File: config.mk
export PLATFORM = sky130hd
export DESIGN_NAME = seg7_readback
export DESIGN_NICKNAME = d
export VERILOG_FILES = /design/src/rtl/seg7_pkg.sv /design/src/rtl/seg7_pattern_decode.sv /design/src/rtl/seg7_readback.sv
export SDC_FILE = /design/constraint.sdc
export NUM_CORES = 1
export LEC_CHECK = 0
export CORE_ASPECT_RATIO = 0.75
export CORE_MARGIN = 2
export CORE_UTILIZATION = 34
export DETAILED_ROUTE_END_ITERATION = 7
export PLACE_DENSITY = 0.65
export SKIP_CTS_REPAIR_TIMING = 1
export SYNTH_ARGS = -nofsm -noshare
export SYNTH_HDL_FRONTEND = slang
export SYNTH_SLANG_ARGS = --single-unit
File: constraint.sdc
create_clock -name clk -period 1.9 [get_ports clk]
set_input_delay 0.475 -clock clk [delete_from_list [all_inputs] [get_ports clk]]
set_output_delay 0.475 -clock clk [all_outputs]
set_load 0.05 [all_outputs]
File: src/rtl/seg7_pkg.sv
// Shared seven-segment definitions: segment bit order, the eight legal digit
// patterns (active-low, bit6..bit0 = g..a) and digit-strobe codes.
package seg7_pkg;

  typedef logic [6:0] seg_pat_t;

  localparam int SEG_A = 0;
  localparam int SEG_B = 1;
  localparam int SEG_C = 2;
  localparam int SEG_D = 3;
  localparam int SEG_E = 4;
  localparam int SEG_F = 5;
  localparam int SEG_G = 6;

  localparam seg_pat_t PAT_0     = 7'b1000000;
  localparam seg_pat_t PAT_1     = 7'b1111001;
  localparam seg_pat_t PAT_2     = 7'b0100100;
  localparam seg_pat_t PAT_3     = 7'b0110000;
  localparam seg_pat_t PAT_4     = 7'b0011001;
  localparam seg_pat_t PAT_5     = 7'b0010010;
  localparam seg_pat_t PAT_6     = 7'b0000010;
  localparam seg_pat_t PAT_7     = 7'b1111000;
  localparam seg_pat_t PAT_BLANK = 7'b1111111;

  localparam logic [1:0] AN_DIGIT0   = 2'b10;
  localparam logic [1:0] AN_DIGIT1   = 2'b01;
  localparam logic [1:0] AN_IDLE     = 2'b11;
  localparam logic [1:0] AN_CONFLICT = 2'b00;

  // Forward mapping for the display driver side.
  function automatic seg_pat_t seg7_encode(input logic [2:0] v);
    case (v)
      3'd0:    return PAT_0;
      3'd1:    return PAT_1;
      3'd2:    return PAT_2;
      3'd3:    return PAT_3;
      3'd4:    return PAT_4;
      3'd5:    return PAT_5;
      3'd6:    return PAT_6;
      default: return PAT_7;
    endcase
  endfunction

endpackage

File: src/rtl/seg7_pattern_decode.sv
// Combinational lookup from a raw segment pattern to its digit value;
// legal is low for anything outside the eight-entry table (blank included).
module seg7_pattern_decode
  import seg7_pkg::*;
(
  input  logic [6:0] pattern,
  output logic [2:0] value,
  output logic       legal
);

  always_comb begin
    value = 3'd0;
    legal = 1'b1;
    case (pattern)
      PAT_0:   value = 3'd0;
      PAT_1:   value = 3'd1;
      PAT_2:   value = 3'd2;
      PAT_3:   value = 3'd3;
      PAT_4:   value = 3'd4;
      PAT_5:   value = 3'd5;
      PAT_6:   value = 3'd6;
      PAT_7:   value = 3'd7;
      default: legal = 1'b0;
    endcase
  end

endmodule

File: src/rtl/seg7_readback.sv
// Reads back a two-digit multiplexed seven-segment bus and commits each digit
// only after STABLE consecutive identical strobed samples.
module seg7_readback
  import seg7_pkg::*;
#(
  parameter int STABLE = 4
)
(
  input  logic       clk,
  input  logic       rst_n,
  input  logic [6:0] seg,
  input  logic [1:0] an,
  output logic [2:0] value0,
  output logic [2:0] value1,
  output logic       valid0,
  output logic       valid1,
  output logic       upd0,
  output logic       upd1,
  output logic       bad_pat,
  output logic       bad_strobe
);

  localparam int             CW      = $clog2(STABLE + 1);
  localparam logic [CW-1:0]  CNT_MAX = CW'(STABLE);

  logic [6:0] r_seg_q;
  logic [1:0] r_an_q;
  logic       r_bad_pat;
  logic       r_bad_strobe;

  logic [1:0] w_commit;
  logic [1:0] w_legal;

  always_ff @(posedge clk or negedge rst_n) begin
    if (!rst_n) begin
      r_seg_q <= PAT_BLANK;
      r_an_q  <= AN_IDLE;
    end else begin
      r_seg_q <= seg;
      r_an_q  <= an;
    end
  end

  for (genvar gi = 0; gi < 2; gi++) begin : g_digit
    localparam logic [1:0] STROBE_CODE = (gi == 0) ? AN_DIGIT0 : AN_DIGIT1;

    logic [6:0]    r_cand;
    logic [CW-1:0] r_cnt;
    logic [2:0]    r_value;
    logic          r_valid;
    logic          r_upd;

    logic          w_strobe;
    logic          w_match;
    logic [CW-1:0] w_cnt_next;
    logic [2:0]    w_dec;

    seg7_pattern_decode u_decode (
      .pattern (r_seg_q),
      .value   (w_dec),
      .legal   (w_legal[gi])
    );

    assign w_strobe = (r_an_q == STROBE_CODE);
    assign w_match  = (r_seg_q == r_cand);

    always_comb begin
      if (!w_match)
        w_cnt_next = CW'(1);
      else if (r_cnt == CNT_MAX)
        w_cnt_next = CNT_MAX;
      else
        w_cnt_next = r_cnt + CW'(1);
    end

    // A mismatch that lands on CNT_MAX is a fresh run (only possible with STABLE=1).
    assign w_commit[gi] = w_strobe && (w_cnt_next == CNT_MAX) &&
                          (!w_match || (r_cnt != CNT_MAX));

    always_ff @(posedge clk or negedge rst_n) begin
      if (!rst_n) begin
        r_cand  <= PAT_BLANK;
        r_cnt   <= '0;
        r_value <= 3'd0;
        r_valid <= 1'b0;
        r_upd   <= 1'b0;
      end else begin
        r_upd <= 1'b0;
        if (w_strobe) begin
          r_cand <= r_seg_q;
          r_cnt  <= w_cnt_next;
        end
        if (w_commit[gi] && w_legal[gi]) begin
          r_value <= w_dec;
          r_valid <= 1'b1;
          r_upd   <= !r_valid || (w_dec != r_value);
        end
      end
    end
  end

  always_ff @(posedge clk or negedge rst_n) begin
    if (!rst_n) begin
      r_bad_pat    <= 1'b0;
      r_bad_strobe <= 1'b0;
    end else begin
      r_bad_pat    <= |(w_commit & ~w_legal);
      r_bad_strobe <= (r_an_q == AN_CONFLICT);
    end
  end

  assign value0     = g_digit[0].r_value;
  assign value1     = g_digit[1].r_value;
  assign valid0     = g_digit[0].r_valid;
  assign valid1     = g_digit[1].r_valid;
  assign upd0       = g_digit[0].r_upd;
  assign upd1       = g_digit[1].r_upd;
  assign bad_pat    = r_bad_pat;
  assign bad_strobe = r_bad_strobe;

endmodule

* After elaboration in Yosys (flattened, before gate mapping) *
Cells that the tools add are included.

storage, ports and cells
  register bits = 41
  bits in latches = 0
  RAM bits = 0
  memory bits (read-only) = 0
  input port bits = 11
  output and inout bits = 12
  word-level logic and storage cells = 63
  memories kept = 0

operators by class
  $add $sub $neg = 2
  multipliers = 0
  divide/modulo/power cells = 0
  order comparisons = 0
  equal/unequal tests = 20
  shift operators = 0
  mux-type cells = 8
  bitwise gates (word level) = 2
  reduce and logical (&&, ||, !) cells = 17

operators by type and width
  operator                                                                count
  7-bit equality test (second input constant)                             3
  3-bit one-hot mux with 7 select lines                                   1
  7-bit by 5-bit equality test with 1-bit output (second input constant)  2
  7-bit by 6-bit equality test with 1-bit output (second input constant)  2
  7-bit equality test                                                     2
  3-bit equality test (second input constant)                             4
  3-bit two-way mux                                                       4
  8-bit OR reduction                                                      1
  7-bit by 2-bit equality test with 1-bit output (second input constant)  1
  3-bit by 1-bit adder with 3-bit output (second input constant)          2
  1-bit logical AND                                                       6
  3-bit inequality test                                                   2
  3-bit inequality test (second input constant)                           2
  1-bit zero test                                                         4
  1-bit logical OR                                                        4
  1-bit two-way mux                                                       3
  2-bit bitwise AND                                                       1
  2-bit by 1-bit equality test with 1-bit output (second input constant)  1
  2-bit equality test (second input constant)                             1
  2-bit zero test                                                         1
  2-bit NOT                                                               1
  2-bit OR reduction                                                      1

* Depth between registers and ports, before layout *
Gate-level depths: netlist (run 1).

  depth in word-level cells = 8
  mapped depth = 7
  gate-level depth less buffers = 7

* Cells and area by module *
From an unflattened synthesis (run 1), not the netlist that was laid out.

second synthesis, totals
  cells, all modules = 220
  area, all modules = 2249.7 um^2

modules (own cells, without submodules)
  module               instances  cells each  area an instance (um^2)  seq. area each (um^2)
  seg7_readback        1          170         1899.3                   1054.8
  seg7_pattern_decode  2          25          175.2                    0.0

* Worst setup path after synthesis (run 1) *
No wires, ideal clock.

  kind = reg2reg
  start point = register r_seg_q[0]
  end point = register g_digit[0].r_upd (netlist: upd0)
  setup time = 0.129 ns
  data arrival time = 1.999 ns
  required time = 1.771 ns
  slack = -0.228 ns
  cell stages (with the launch flop) = 7
  buffers on the path = 1
  period minus slack after synthesis = 2.128 ns
  cell sequence = dfstp_2 buf_6 or3_4 or3_4 o221a_4 xnor2_1 o41a_1

between the ends
  word-level cells in the longest chain between the ends = 7
  elaborated cells on any way between the ends = 22
  those cells by class = eq/ne (11); mux (4); reduce/logical (7)

ends and longest elaborated chain
  item                             RTL line             source
  from (decl)                      seg7_readback.sv:26  logic [6:0] r_seg_q;
  from (signal assigned)           seg7_readback.sv:39  r_seg_q <= seg;
  7-bit equality test              seg7_readback.sv:65  assign w_match = (r_seg_q == r_cand);
  3-bit two-way mux                seg7_readback.sv:68  if (!w_match)
  3-bit equality test              seg7_readback.sv:77  assign w_commit[gi] = w_strobe && (w_cnt_next == CNT_MAX) &&
  1-bit logical AND (2 in series)  seg7_readback.sv:77
  1-bit logical AND                seg7_readback.sv:93  if (w_commit[gi] && w_legal[gi]) begin
  1-bit two-way mux *              seg7_readback.sv:93
  to (signal assigned)             seg7_readback.sv:96  r_upd <= !r_valid || (w_dec != r_value);
  to (decl)                        seg7_readback.sv:51  logic r_upd;

Mark *: on every way between the ends. The rest lies on a longest branch, timed or not.
A chain may end at the register's enable or synchronous reset.

* Worst setup path in the final report (run 1) *
  start point = register r_seg_q[3]
  end point = register g_digit[0].r_upd (netlist: upd0)

Same word-level chain as after synthesis.

==> results of run 1 <==
## final cells by class
| type | count | area (um2) |
|---|---|---|
| Tap cell | 78 | 97.6 |
| Inverter | 9 | 33.8 |
| Timing Repair Buffer | 51 | 427 |
| Multi-Input combinational cell | 108 | 985 |
| Sequential cell | 41 | 1050 |
| Clock buffer | 8 | 80.1 |
| Fill cell | 531 | 3120 |
## worst max-delay path, stage by stage, from the launching register on
cell	delay, ps
dfstp_2	380
or3_4	410
or3_4	350
o221a_4	300
xnor2_2	140
o41a_1	310
## sequential cells by signal (all words and copies together) (netlist names)
name,flops
g_digit.r_cand,14
r_seg_q,7
g_digit.r_cnt,6
value0,3
value1,3
r_an_q,2
bad_pat,1
bad_strobe,1
upd0,1
upd1,1
valid0,1
valid1,1
## layer usage
layer / vias to the layer above / track usage, %
met2: 18 / 19.2
met4: 0 / 3.92
li1: 683 / -
met1: 655 / 17.1
met5: - / 0
met3: 5 / 3.41
## cell families after synthesis
logic type,after synthesis
xor+xnor,21
fa+ha+maj,4
buf+inv,17
mux,14
compound gates,28
flops,41
simple gates,41
## cell usage in the layout (no fill, tap or decap), types with 9 or more instances in the layout
cell type / n
xor2_1: 9
clkdlybuf4s50_1: 9
mux2_2: 12
dfrtp_1: 18
dfstp_2: 23
inv_1: 9
buf_4: 37
nand2_1: 9
xnor2_1: 10
## Yosys cell counts, types with 2 or more instances
cell / n / share of area (%)
a21oi_1: 4 / 0.98
a21oi_2: 2 / 0.86
a22o_1: 2 / 0.86
a32o_1: 2 / 0.98
buf_1: 2 / 0.37
buf_2: 4 / 0.98
dfrtp_1: 18 / 22
dfstp_2: 23 / 30
ha_1: 4 / 2.5
inv_1: 9 / 1.7
mux2_1: 2 / 1.1
mux2_2: 12 / 6.6
nand2_1: 9 / 1.7
nand2b_1: 4 / 1.2
nand4_1: 2 / 0.61
nor2_1: 4 / 0.74
nor2b_1: 2 / 0.61
nor3b_1: 2 / 0.74
nor4_2: 2 / 1.2
nor4b_1: 2 / 0.86
o21ai_0: 7 / 1.7
o22ai_1: 2 / 0.61
o41a_1: 2 / 1.1
or2_1: 2 / 0.61
or3_4: 2 / 1.1
xnor2_1: 12 / 5.2
xor2_1: 9 / 3.9
## worst paths after layout
| path | startpoint | end |
|---|---|---|
| max | r_seg_q[3] | upd0 |
| min | rst_n | valid1 |
| max reg2reg | r_seg_q[3] | upd0 |
| min reg2reg | r_an_q[0] | bad_strobe |
| max in group asynchronous | rst_n | r_seg_q[4] |
| min in group clk | r_an_q[0] | bad_strobe |
## stage by stage
step	utilization [%]	instance area, um2	hold slack, ps	std cells
floorplan	-	2080	179	166
global placement	43.7	2530	447	285
detailed placement	43.7	2530	457	285
CTS	45.1	2610	138	293
global route	46.2	2680	146	295
finish	46.2	2680	126	295
## where the power goes
part           switching (mW)  internal (mW)  total, mW
combinational           0.129          0.146      0.276
clock                   0.272          0.261      0.532
sequential             0.0433          0.970       1.01
total                   0.444           1.38       1.82
==> impl_metrics.csv, run 1 <==
group,metric,value,unit
hold_path,hold_path.class,"in2async",
sta,finClkSkew,8.20,ps
clock_network,cts.htree.levels,2,
worst_setup_path,r2r_setup_slack,-100,ps
routing,avgRoutedWirePerCell,13.2,um
global_route,overflow,0,
routing,firstDrtPassIters,4,
floorplan,fp.dieH,71.0,um
synthesis,netlist-cell-type-count,46,
run_status,violations,"setup timing",
routing,top_layer_used,"met4",
power_and_ir_drop,p_leak,1.14,nW
floorplan,dieArea,6630,um2
floorplan,die_w,93.4,um
global_route,antenna_found_initial,0,
worst_setup_path,cp_max_fo,4,
sta,tns,-345,ps
power_and_ir_drop,power.density,680,nW/um2
sta,rsz0062_at_grt,"true",
synthesis,synth_ff_type,"dfstp_2",
finish,n_antenna_cell,0,
worst_setup_path,rr_worst_depth,5,
routing,wl_met3,125,um
routing,wl,3900,um
synthesis,synth-simple-area-share,14.1,%
routing,num_vias,1361,
finish,nets,231,
clock_network,cts_buffer_depth,2,
finish,syn2layout_area_growth,31.4,%
global_route,grt_pass1_vias,1387,
sta,period_share,105,%
synthesis,synth_warnings,0,
power_and_ir_drop,max-vdd-ir-drop,0.441,mV
synthesis,avgSynthCellArea,12.3,um2
worst_setup_path,critPathKind,"reg2reg",
floorplan,coreArea,5800,um2
sta,timing.final.crit_period,2000,ps
worst_setup_path,start_kind,"flop",
routing,wl_met1,1990,um
routing,via_per_inst,4.61,
clock_network,cts.sinks,41,
worst_setup_path,required,2070,ps
place,place_ws,-146,ps
synthesis,synth_area,2040,um2
worst_setup_path,cp-end-kind,"flop",
sta,finalSetupViolations,4,
synthesis,syn-num-nets,181,
global_route,grt_pass1_wl,6470,um
synthesis,synth_edf_count,0,
floorplan,placementRows,24,
global_route,grt_use_total,12.4,%
routing,route.met2.wl,1740,um
run_status,status,"finished with violations",
sta,slew_viol_final,0,
synthesis,synth_fa_ha_area_share,2.46,%
clock_network,clkLatencyLatePin,290,ps
synthesis,yosysSeqAreaShare,51.8,%
synthesis,synthArstFlopShare,100,%
synthesis,synth_compound_area_share,11.1,%
place,dp_hpwl,2860,um
synthesis,syn_inst,166,
synthesis,synth_seq_cells,41,
routing,route.detailed.drc,0,
clock_network,path_clk_slew,80,ps
clock_network,cts_tree,"done",
routing,drtAntennaViolNets,0,
finish,drive_above_1_share,46.5,%
place,place_congestion,0.766,
clock_network,cts_buffers,5,
synthesis,synthMuxAreaShare,7.74,%
sta,max_clock_freq,0.500,GHz
sta,tightest_slew,454,ps
synthesis,yosys.area_share.xor_xnor,9.03,%
run,maxCapViolCount,0,
worst_setup_path,arrival,2170,ps
global_route,grt_max_degree,24,
sta,hold_viol_final,0,
power_and_ir_drop,p_total,1.82,mW
place,io_buffer_count,22,
routing,drtIter0Drc,47,
sta,max_slew_margin,69.7,%
sta,setup_ws,-101,ps
floorplan,num_io_pins,23,
clock_network,clk_root_buffer_cell,"clkbuf_8",
synthesis,synth_top_family_by_area,"simple AND/OR/NAND/NOR gates",
floorplan,start_util,35.1,%
Note: power is estimated with default switching activity, not from simulation.
==> inputs of run 2 (changes only) <==
--- a/config.mk
+++ b/config.mk
@@ -9,8 +9,9 @@
 export CORE_MARGIN = 2
 export CORE_UTILIZATION = 34
 export DETAILED_ROUTE_END_ITERATION = 7
-export PLACE_DENSITY = 0.65
+export PLACE_DENSITY = 0.64
 export SKIP_CTS_REPAIR_TIMING = 1
 export SYNTH_ARGS = -nofsm -noshare
 export SYNTH_HDL_FRONTEND = slang
+export SYNTH_HIERARCHICAL = 1
 export SYNTH_SLANG_ARGS = --single-unit
==> constraint.sdc (replaced) <==
create_clock -name clk -period 1.9 [get_ports clk]
set_input_delay 0.19 -clock clk [delete_from_list [all_inputs] [get_ports clk]]
set_output_delay 0.19 -clock clk [all_outputs]
set_load 0.05 [all_outputs]
==> run 2 against run 1 <==
Critical path depth up 1. Highest routed layer unchanged. Worst hold slack better by 170 ps. Setup slack worse by 160 ps. Die area up 9.9%. Non-clock buffer count up 26. Critical path type unchanged. Area after synthesis up 10%. Total power up 5.6%. Clock skew down 1.1 ps. Synthesized cell count up 33%. The flow still finishes with violations (setup timing). Cell area up 17%. Register-to-register slack worse by 160 ps. Sequential power about the same.
==> impl_metrics.csv, run 2 <==
group,metric,value,unit
sta,period_share,114,%
worst_setup_path,timing.rr.start,"r_seg_q[4]",
worst_setup_path,max_stage_delay,540,ps
clock_network,cts.htree.levels,2,
routing,avgRoutedWirePerCell,14.0,um
place,dp_hpwl,3670,um
worst_setup_path,crit_buf_inv,0,
floorplan,coreArea,6350,um2
clock_network,clk_root_buffer_cell,"clkbuf_8",
floorplan,die_w,97.9,um
synthesis,synth_top_area_share,26.9,%
worst_setup_path,crit_family,"simple AND/OR/NAND/NOR gates",
worst_setup_path,cp-end-kind,"flop",
routing,via_per_inst,4.94,
synthesis,avgSynthCellArea,10.2,um2
clock_network,cts.sinks,41,
sta,finClkSkew,7.08,ps
clock_network,path_clk_slew,80,ps
routing,drtIter0Drc,99,
finish,top_regs,"g_digit.r_cand x14, r_seg_q x7, g_digit.r_cnt x6",
synthesis,synth_top_cells_by_area,"dfstp_2 27%, dfrtp_1 20%, nand2_1 8.2%",
sta,tns,-2050,ps
place,placed_area,2840,um2
global_route,grt_use_total,15.0,%
routing,route.detailed.drc,0,
worst_setup_path,r2r_setup_slack,-260,ps
finish,final_cell_area,3130,um2
synthesis,syn-num-nets,235,
power_and_ir_drop,p_leak,1.40,nW
sta,rsz0062_at_grt,"true",
floorplan,placementRows,25,
hold_path,whs_path_depth,1,
synthesis,netlist-cell-type-count,41,
sta,slew_viol_final,0,
hold_path,hp-start,"seg[2]",
routing,wl,5270,um
sta,setup_ws,-261,ps
finish,fin_cells,378,
finish,largest_reg_flops,14,
clock_network,cts_buffers,5,
worst_setup_path,crit_chain,"or4_4 > a2111oi_4 > a211o_1 > and2_1 > and4_4 > mux2_4",
clock_network,clkLatencyLatePin,300,ps
synthesis,synth_edf_count,0,
place,place_congestion,0.811,
finish,n_fill_cell,596,
sta,hold_viol_final,0,
routing,firstDrtPassIters,4,
floorplan,start_util,35.4,%
finish,syn2layout_area_growth,39.2,%
finish,n_antenna_cell,0,
global_route,overflow,0,
floorplan,fp.dieH,74.4,um
finish,drive_above_1_share,36.4,%
routing,drtAntennaViolNets,0,
finish,layout_common_cells,"50 x buf_4, 48 x nand2_1, 23 x dfstp_2, 21 x clkdlybuf4s50_1, 18 x dfrtp_1",
worst_setup_path,startpoint,"r_seg_q[4]",
floorplan,dieArea,7290,um2
power_and_ir_drop,power.density,614,nW/um2
clock_network,cts_buffer_depth,2,
worst_setup_path,rr_worst_depth,6,
synthesis,synth_seq_cells,41,
finish,nets,311,
power_and_ir_drop,p_total,1.92,mW
synthesis,synth_most_common_cell,"nand2_1",
sta,finalSetupViolations,11,
sta,max_slew_margin,67.0,%
worst_setup_path,arrival,2340,ps
synthesis,synthArstFlopShare,100,%
synthesis,synth_warnings,6,
synthesis,synth_ff_type,"dfstp_2",
global_route,antenna_found_initial,0,
run_status,status,"finished with violations",
finish,top_register,"g_digit.r_cand",
global_route,grt_pass1_wl,8580,um
synthesis,syn_inst,220,
clock_network,cts_tree,"done",
worst_setup_path,cp_max_fo,4,
synthesis,yosysSeqAreaShare,46.9,%
global_route,grt_max_degree,24,
global_route,grt_pass1_vias,1752,
synthesis,yosysTopAreaCell,"dfstp_2",
sta,hold_slack,297,ps
run_status,violations,"setup timing",
worst_setup_path,start_kind,"flop",
synthesis,ys_top_cells_by_count,"49 x nand2_1, 23 x dfstp_2, 18 x dfrtp_1",
place,place_ws,-318,ps
place,io_buffer_count,22,
place,post-place-cells,354,
finish,fin_util,49.3,%
sta,tightest_slew,493,ps
routing,num_vias,1867,
finish,final_common_cell,"buf_4",
hold_path,holdPathEnd,"r_seg_q[2]",
worst_setup_path,rr_endpoint,"value1[2]",
synthesis,synth_area,2250,um2
worst_setup_path,critPathKind,"reg2reg",
worst_setup_path,required,2080,ps
run,maxCapViolCount,0,
sta,max_clock_freq,0.463,GHz
worst_setup_path,crit_slowest_cell,"or4_4",
floorplan,num_io_pins,23,
sta,timing.final.crit_period,2160,ps
power_and_ir_drop,max-vdd-ir-drop,0.366,mV
hold_path,hold_path.class,"in2reg",
run 2: changes by cell type in the layout (fill, tap and decap cells not counted), moves of 4 or more:
cell,before,now
buf_4,37,50
clkdlybuf4s50_1,9,21
mux2_2,12,0
mux2_4,2,6
nand2_1,9,48
nand3_1,0,4
nand4_1,2,8
nor3_1,0,7
xnor2_1,10,6
xor2_1,9,16
run 2: cells by family after synthesis:
| kind of cell | share of synthesized area [%] |
|---|---|
| AO/OA/AOI/OAI | 10.7 |
| XOR/XNOR | 8.56 |
| adder cells (fa/ha/maj) | 2.22 |
| buffers and inverters | 2.34 |
| flip-flops | 46.9 |
| multiplexers | 3.50 |
| AND/OR/NAND/NOR | 25.8 |
run 2: worst register-to-register path: stages, from the launching register on:
cell and delay (ps):
dfstp_2 380, or4_4 540, a2111oi_4 290, a211o_1 150
and2_1 120, and4_4 270, mux2_4 300
run 2: final cells by class:
cell class	count	area [um2]	share of cell area, %
Clock buffer	8	80.1	2.56
Inverter	6	22.5	0.719
Multi-Input combinational cell	165	1200	38.4
Sequential cell	41	1050	33.7
Tap cell	81	101	3.24
Timing Repair Buffer	77	672	21.5
run 2: metal layers:
metal,vias up,part of all wire (%),global-route usage [%]
li1,920,-,-
met1,908,52,22.6
met2,32,44,21.2
met3,7,3.0,3.29
met4,0,1.2,5.25
met5,-,0,0
run 2: report_power, final:
part | switching [mW] | internal [mW]
Combinational | 0.188 | 0.178
Sequential | 0.0469 | 0.962
Clock | 0.288 | 0.261
run 2: how the worst max path moves through the flow:
stage | to | slack, ps | cells past startpoint
after detailed placement | value1[2] | -320 | 6
after global routing | upd0 | -350 | 7
after floorplan | value1[2] | -350 | 6
after global placement | value1[2] | -290 | 6
after CTS | value1[2] | -340 | 6
final | value1[2] | -260 | 6
==> inputs of run 3 (changes only) <==
--- a/config.mk
+++ b/config.mk
@@ -8,7 +8,9 @@
 export CORE_ASPECT_RATIO = 0.75
 export CORE_MARGIN = 2
 export CORE_UTILIZATION = 34
+export CTS_CLUSTER_DIAMETER = 100
 export DETAILED_ROUTE_END_ITERATION = 7
+export GPL_TIMING_DRIVEN = 0
 export PLACE_DENSITY = 0.64
 export SKIP_CTS_REPAIR_TIMING = 1
 export SYNTH_ARGS = -nofsm -noshare
==> run 3 against run 2 <==
The flow still finishes with violations (setup timing). Worst hold slack got worse by 5.0 ps. Combinational power decreased by 7.7%. Register-to-register slack got worse by 180 ps. Non-clock buffer count decreased by 15.
==> impl_metrics.csv, run 3 (synthesis results as in run 2) <==
group,metric,value,unit
floorplan,die_w,97.9,um
sta,slew_viol_final,0,
global_route,grt_pass1_vias,1526,
power_and_ir_drop,switchingPower,530,uW
sta,hold_viol_final,0,
global_route,grt_pass1_wl,7370,um
clock_network,cts.htree.levels,2,
finish,n_antenna_cell,0,
clock_network,clkLatencyLatePin,290,ps
power_and_ir_drop,clkPwrFrac,30.3,%
place,io_buffer_count,22,
finish,drive_above_1_share,33.7,%
global_route,grt_use_total,12.9,%
finish,fin_cells,363,
power_and_ir_drop,p_leak,1.33,nW
sta,timing.final.crit_period,2340,ps
power_and_ir_drop,combPwrFrac,17.4,%
place,place_congestion,0.791,
clock_network,cts_buffer_depth,2,
worst_setup_path,critPathKind,"reg2reg",
sta,max_clock_freq,0.427,GHz
routing,drtAntennaViolNets,0,
sta,period_share,123,%
finish,top_regs,"g_digit.r_cand x14, r_seg_q x7, g_digit.r_cnt x6",
sta,finalSetupViolations,12,
worst_setup_path,crit_slowest_cell,"or4_4",
routing,num_vias,1850,
finish,n_fill_cell,579,
place,post-place-cells,324,
floorplan,start_util,35.4,%
run_status,status,"finished with violations",
finish,syn2layout_area_growth,36.7,%
sta,max_slew_margin,60.8,%
power_and_ir_drop,seqPwrFrac,52.3,%
routing,avgRoutedWirePerCell,13.9,um
sta,setup_ws,-444,ps
power_and_ir_drop,p_total,1.95,mW
routing,via_per_inst,5.10,
sta,tightest_slew,583,ps
routing,wl,5030,um
run,maxCapViolCount,0,
clock_network,path_clk_slew,80,ps
finish,top_register,"g_digit.r_cand",
clock_network,cts.sinks,41,
worst_setup_path,crit_family,"simple AND/OR/NAND/NOR gates",
floorplan,num_io_pins,23,
clock_network,cts_buffers,5,
worst_setup_path,cp-end-kind,"flop",
global_route,overflow,0,
place,dp_hpwl,3040,um
finish,layout_common_cells,"49 x nand2_1, 26 x buf_4, 21 x clkdlybuf4s50_1, 18 x dfrtp_1, 18 x dfstp_2",
global_route,antenna_found_initial,0,
hold_path,hold_path.class,"in2async",
finish,final_common_cell,"nand2_1",
clock_network,clk_root_buffer_cell,"clkbuf_8",
worst_setup_path,cp_max_fo,5,
sta,rsz0062_at_grt,"true",
finish,largest_reg_flops,14,
power_and_ir_drop,max-vdd-ir-drop,0.366,mV
run_status,violations,"setup timing",
clock_network,cts_tree,"done",
worst_setup_path,start_kind,"flop",
worst_setup_path,crit_chain,"or4_4 > a2111oi_4 > a211o_1 > and2_1 > and4_4 > mux2_4",
power_and_ir_drop,p_int,1.42,mW
sta,finClkSkew,6.37,ps
floorplan,coreArea,6350,um2
worst_setup_path,arrival,2530,ps
floorplan,fp.dieH,74.4,um
routing,drtIter0Drc,95,
worst_setup_path,crit_buf_inv,0,
global_route,grt_max_degree,32,
floorplan,placementRows,25,
routing,firstDrtPassIters,4,
worst_setup_path,required,2080,ps
routing,route.detailed.drc,0,
finish,nets,296,
floorplan,dieArea,7290,um2
worst_setup_path,max_stage_delay,550,ps
power_and_ir_drop,power.density,633,nW/um2
power_and_ir_drop,sw_frac_of_total,27.2,%
-- run 3: changes by cell type in the layout (fill, tap and decap cells not counted), moves of 2 or more --
cell,previous run,this run
buf_12,3,1
buf_4,50,26
buf_6,1,3
buf_8,0,2
clkbuf_1,3,6
clkbuf_8,5,7
dfstp_2,23,18
dfstp_4,0,5
nor3_1,7,5
nor3_2,2,4
-- run 3: metrics by stage --
| step | hold WS (ps) | setup slack, ps | cell area (um2) | TNS, ps | util, % |
|---|---|---|---|---|---|
| floorplan | -106 | -349 | 2280 | -1730 | - |
| global placement | 453 | -482 | 2600 | -11400 | 40.9 |
| detailed placement | 77.3 | -477 | 2610 | -3240 | 41.1 |
| CTS | -244 | -490 | 2700 | -3390 | 42.6 |
| global route | 279 | -547 | 3080 | -4130 | 48.4 |
| finish | 292 | -444 | 3080 | -3170 | 48.4 |
-- run 3: layer usage --
layer  share of wire, %  track usage (%)  vias to the layer above
met5                  0                0                        -
met4               0.52             4.32                        0
met3                5.5             3.85                        2
met2                 44             19.0                       58
met1                 50             18.2                      899
li1                   -                -                      891
-- run 3: layout make-up --
| cell class | count | area (um2) | share of cell area [%] |
|---|---|---|---|
| well taps | 81 | 101 | 3.30 |
| repair buffers | 54 | 487 | 15.8 |
| clock buffers | 8 | 90.1 | 2.93 |
| inverters | 6 | 22.5 | 0.732 |
| multi-input cells | 165 | 1240 | 40.5 |
| flip-flops and latches | 41 | 1070 | 34.9 |
| plain buffers | 8 | 56.3 | 1.83 |
-- run 3: power groups by stage --
stage                     clock network [mW]  logic (mW)  registers (mW)
after global routing                   0.647       0.375            1.03
final                                  0.590       0.338            1.02
after floorplan                            0       0.170            1.03
after CTS                              0.609       0.248            1.03
after detailed placement                   0       0.247            1.04
after global placement                     0       0.239            1.04
-- run 3: worst reg2reg max path, stage by stage (launching register included) --
cell and delay (ps):
dfstp_4 490, or4_4 550, a2111oi_4 300, a211o_1 190, and2_1 130, and4_4 270
mux2_4 300
-- run 3: worst paths after layout --
kind                                       from                    to  slack, ps  cells after the start
max                                  r_seg_q[0]             value1[1]       -440                      6
min                                       rst_n            bad_strobe        290                      2
max reg2reg                          r_seg_q[0]             value1[1]       -440                      6
min reg2reg                g_digit[0].r_cand[2]  g_digit[0].r_cand[2]        460                      2
max in group asynchronous                 rst_n  g_digit[0].r_cand[3]       1100                      3
min in group clk                          an[0]             r_an_q[0]        290                      1
